## src/rtl/esm_pkg.sv

```systemverilog
// Shared issue-scheduler types: slot state encoding, default buffer depth, index-width helper.
package esm_pkg;

  localparam int BS_DEFAULT = 16;

  typedef enum logic [1:0] {
    SLOT_FREE    = 2'd0,
    SLOT_WAITING = 2'd1,
    SLOT_ISSUED  = 2'd2
  } slot_state_e;

  function automatic int idx_bits(input int n);
    return (n <= 1) ? 1 : $clog2(n);
  endfunction

endpackage

```

## src/rtl/rr_arbiter.sv

```systemverilog
// Round-robin pick: first set request bit at or above ptr, wrapping; purely combinational.
module rr_arbiter #(
  parameter int N = 16,
  parameter int W = 4
) (
  input  logic [N-1:0] req,
  input  logic [W-1:0] ptr,
  output logic [W-1:0] gnt_idx,
  output logic         gnt_vld
);

  logic [W-1:0] cand;

  // N is a power of two, so W-bit addition wraps the search for free.
  always_comb begin
    gnt_idx = '0;
    gnt_vld = 1'b0;
    cand    = '0;
    for (int i = 0; i < N; i++) begin
      cand = ptr + W'(i);
      if (!gnt_vld && req[cand]) begin
        gnt_vld = 1'b1;
        gnt_idx = cand;
      end
    end
  end

endmodule

```

## src/rtl/issue_scheduler.sv

```systemverilog
// Dependency-tracking issue buffer: alloc/issue/done each take effect at the next edge;
// issue is held while issue_ready is low, alloc is refused while no slot is FREE.
module issue_scheduler
  import esm_pkg::*;
#(
  parameter  int BS      = BS_DEFAULT,
  localparam int BS_BITS = idx_bits(BS)
) (
  input  logic               clk,
  input  logic               rst,
  input  logic               flush,
  input  logic               alloc_valid,
  input  logic [BS-1:0]      alloc_deps,
  output logic               alloc_ready,
  output logic [BS_BITS-1:0] alloc_idx,
  output logic               issue_valid,
  output logic [BS_BITS-1:0] issue_idx,
  input  logic               issue_ready,
  input  logic               done_valid,
  input  logic [BS_BITS-1:0] done_idx,
  output logic               done_err,
  output logic [BS_BITS:0]   occupancy
);

  slot_state_e        state [BS];
  logic [BS-1:0]      row   [BS];
  logic [BS_BITS-1:0] rr_ptr;

  logic [BS-1:0] free_vec;
  logic [BS-1:0] ready_vec;
  logic [BS-1:0] done_mask;
  logic [BS-1:0] alloc_row;
  logic          alloc_fire;
  logic          issue_fire;
  logic          done_ok;

  always_comb begin
    free_vec  = '0;
    ready_vec = '0;
    for (int j = 0; j < BS; j++) begin
      free_vec[j]  = (state[j] == SLOT_FREE);
      ready_vec[j] = (state[j] == SLOT_WAITING) && (row[j] == '0);
    end
  end

  always_comb begin
    alloc_idx = '0;
    for (int j = BS - 1; j >= 0; j--) begin
      if (free_vec[j]) alloc_idx = BS_BITS'(j);
    end
  end

  assign alloc_ready = !rst && !flush && (|free_vec);
  assign alloc_fire  = alloc_valid && alloc_ready;
  assign issue_fire  = issue_valid && issue_ready;
  assign done_ok     = done_valid && (state[done_idx] == SLOT_ISSUED);

  // Producers already FREE (or completing this cycle) can never clear the bit later, so drop them now.
  assign done_mask = done_valid ? (BS'(1) << done_idx) : '0;
  assign alloc_row = alloc_deps & ~free_vec & ~(BS'(1) << alloc_idx) & ~done_mask;

  rr_arbiter #(
    .N (BS),
    .W (BS_BITS)
  ) u_rr_arbiter (
    .req     (ready_vec),
    .ptr     (rr_ptr),
    .gnt_idx (issue_idx),
    .gnt_vld (issue_valid)
  );

  always_ff @(posedge clk) begin
    if (rst || flush) begin
      for (int j = 0; j < BS; j++) begin
        state[j] <= SLOT_FREE;
        row[j]   <= '0;
      end
      rr_ptr    <= '0;
      occupancy <= '0;
      done_err  <= 1'b0;
    end else begin
      done_err <= done_valid && !done_ok;
      if (done_ok) begin
        for (int j = 0; j < BS; j++) row[j][done_idx] <= 1'b0;
        state[done_idx] <= SLOT_FREE;
      end
      if (issue_fire) begin
        state[issue_idx] <= SLOT_ISSUED;
        rr_ptr           <= issue_idx + 1'b1;
      end
      // Allocated row already excludes done_idx, so overriding the column clear is safe.
      if (alloc_fire) begin
        state[alloc_idx] <= SLOT_WAITING;
        row[alloc_idx]   <= alloc_row;
      end
      case ({alloc_fire, done_ok})
        2'b10:   occupancy <= occupancy + 1'b1;
        2'b01:   occupancy <= occupancy - 1'b1;
        default: occupancy <= occupancy;
      endcase
    end
  end

endmodule

```

## config.mk

```make
export PLATFORM = sky130hd
export DESIGN_NAME = issue_scheduler
export DESIGN_NICKNAME = d
export VERILOG_FILES = /design/src/rtl/esm_pkg.sv /design/src/rtl/rr_arbiter.sv /design/src/rtl/issue_scheduler.sv
export SDC_FILE = /design/constraint.sdc
export NUM_CORES = 1
export LEC_CHECK = 0
export CORE_UTILIZATION = 35
export CTS_BUF_LIST = sky130_fd_sc_hd__clkbuf_8
export DETAILED_ROUTE_END_ITERATION = 7
export PLACE_DENSITY = 0.58
export SLEW_MARGIN = 20
export SYNTH_ARGS = -nofsm -noshare
export SYNTH_HDL_FRONTEND = slang
export SYNTH_SLANG_ARGS = --single-unit
```

## constraint.sdc

```tcl
create_clock -name clk -period 5.7 [get_ports clk]
set_input_delay 0.57 -clock clk [delete_from_list [all_inputs] [get_ports clk]]
set_output_delay 0.57 -clock clk [all_outputs]
set_load 0.01 [all_outputs]
```

==> run summary <==
sequential element share of the synthesized area: 47.15%
grt total ovfl: 0
vias in the first global route: 16,250
total power: 0.007210 W
worst r2r src: rr_ptr[1]
Vias per Instance: 5.988
Core Util, Final: 42.73%
Detailed Place HPWL: 53.36 mm
Global Route Usage Sum: 27.58%
initial antenna violation count: 1
Yosys reg bits: 298
PortBufs: 41
simple-gate share of the synthesized area: 28.19%
top-level port count: 42
CTS tree: done
Tmin final: 5683 ps
hold depth: 2
pins over their slew limit: 0
synthesized instance count: 2,024
CTS Sinks: 298
worst endpoint data arrival time: 5110 ps
P&R area growth vs syn: 19.50%
final net count: 2,218
TNS Setup: 0 ps
leak pwr: 7.737 nW
fmax: 0.1760 GHz
top cells by count, synth: nand2_1, nor2_1, edfxtp_1
clk slew on worst S/H paths: 60 ps
placed cells: 2,792
CP max FO: 29
via count: 17,270
max_slew headroom: 24.47%
Synth Area in Adders: 1.010%
Post-Synthesis Cell Area: 0.01809 mm2
largest cells by area after synthesis: edfxtp_1, nand2_1, nor2_1, dfxtp_1, nor4_1
WL/cell: 25.77 um
CTS Buf Count: 47
hold_buf cts: 0
Critical Path RT: 5130 ps
maximum capacitance violations: 0
WS Path Type: flop to primary output
worst setup margin: 17.43 ps
top-count cell post-synth: nand2_1
Mapped Avg Cell Area: 8.936 um2
number of flops mapped to enable cells by yosys: 256
DIE AREA: 0.05259 mm2
Least-Margin Pin Slew: 1133 ps
PD cells: 333.6 mW/mm2
Reg2Reg Setup Slack: 500 ps
H-tree Lvls: 2
Synth Flop Type: edfxtp_1
First-pass DRT Iterations: 6
row cnt: 82
first-pass GRT wire length: 107.1 mm
xor/xnor share of the synthesized area: 1.065%
Max clock buf depth: 3
Detailed Route WL: 74.32 mm
Synth Area in Compound Gates: 14.62%
post-synthesis mux area share: 3.770%
Tcrit/Tclk final: 99.69%
final setup violation count: 0
status: finished, final reports clean
Yosys warnings: 0
asr flop ratio synth: 0%
critical path endpoint category: primary output
worst clock skew: 19.55 ps
worst slack, placed: -4.447 ps
GP Congestion: 1.027
core outline area: 0.05058 mm2
RSZ-0062 raised after global routing: yes
post-route insts no fill: 2,884
share of cells above drive strength 1: 18.86%
Reg2Reg Depth: 20
share of the synthesized area in the top cell type: 42.50%
Die H: 229.3 um
Synth area leader: edfxtp_1
capture point of the worst reg-to-reg path: state[8][0]
drt drc: 0
Initial Utilization: 35.76%
DRT iter0 DRCs: 1,969
die width: 229.3 um
Hold Vio Cnt, Final: 0
clk_lat worst skew: 580 ps
Peak VDD IR: 0.2428 mV
Yosys cell types: 106
Hold Path End: state[3][1]
largest net degree at the start of global routing: 35
Worst Hold Launch: state[3][1]
Clk Tree Root Cell: clkbuf_8
main combinational cell family by area after synthesis: simple AND/OR/NAND/NOR gates
Hold Path Class: flop to flop
critical path startpoint category: flop
DRT antenna net count: 0
[power breakdown]
part / total [W] / switching [W] / internal (W)
logic: 0.00295 / 0.00176 / 0.00119
clock network: 0.00166 / 0.000839 / 0.000823
registers: 0.00260 / 0.000107 / 0.00249
[layout by cell type (no fill, tap or decap), drive strengths merged, types with 15 or more instances in the layout]
master and instances:
inv 51, nor2 380, nor3 72, nand2 386, a211oi 18, nand2b 15
o32ai 19, clkbuf 48, o22ai 31, buf 189, edfxtp 256, o221ai 26
mux2i 23, nand3 75, conb 16, dfxtp 42, a21oi 81, nor4 77
or2 16, nor4b 15, o21ai 35, a31oi 15, clkdlybuf4s50 39
[routing by layer]
| layer | global-route usage [%] | wire length [um] | vias to the layer above |
|---|---|---|---|
| li1 | - | - | 7701 |
| met1 | 36.10 | 30160 | 8414 |
| met2 | 45.09 | 34420 | 949 |
| met3 | 4.233 | 6312 | 206 |
| met4 | 12.06 | 3433 | 0 |
| met5 | 0 | 0 | - |
[timing repair]
| action | CTS | global route |
|---|---|---|
| gates resized for setup | 27 | 44 |
| pin swaps | 1 | 6 |
| setup endpoints to repair | 8 | 2 |
| setup buffers | 1 | 8 |
[worst max path at each step]
| stage | start | to | depth (start not counted) |
|---|---|---|---|
| final | rr_ptr[1] | issue_idx[3] | 17 |
| after global routing | rr_ptr[1] | issue_idx[2] | 17 |
| after CTS | row[4][6] | issue_idx[2] | 15 |
| after detailed placement | state[0][1] | issue_idx[3] | 14 |
| after global placement | state[0][1] | state[8][0] | 16 |
| after floorplan | rr_ptr[0] | state[14][0] | 22 |
[flip-flops by register name, summed over array words and instances, names as in the netlist]
name and flops:
rr_ptr 4, done_err 1, row 256, state 32
occupancy 5
[cell families after synthesis]
group / Yosys count
other: 1
buffers and inverters: 174
AO/OA/AOI/OAI: 354
XOR/XNOR: 16
flip-flops: 298
AND/OR/NAND/NOR: 1119
multiplexers: 48
adder cells (fa/ha/maj): 14
[critical path: stages (launching register included)]
cell and delay [ps]:
dfxtp_2 360, buf_4 200, inv_2 70, buf_8 180, ha_1 390, buf_4 200
nand2_1 170, a211oi_1 460, a21oi_1 140, and2_2 260, a21boi_0 350, a221oi_1 180
o32ai_2 170, a22oi_1 170, o22ai_1 320, a21oi_1 150, nor2_1 170, clkdlybuf4s50_1 560
[cell type report]
cell class	count	area, um2
antenna	1	2.502
clock buffer	48	660.6
clock inverter	34	162.7
fill	4988	28970
inverter	34	133.9
multi-input combinational	1567	9439
sequential	298	8533
tap	672	840.8
timing repair buffer	230	1842
[metrics by stage]
stage / hold slack [ps] / area, um2
6_report: 502.8 / 21610
5_1_grt: 537.6 / 21610
4_1_cts: 497.2 / 21300
3_5_place_dp: 486.5 / 20350
3_3_place_gp: 475.5 / 20340
2_1_floorplan: 439.5 / 18140
(Power assumes the default switching activity.)
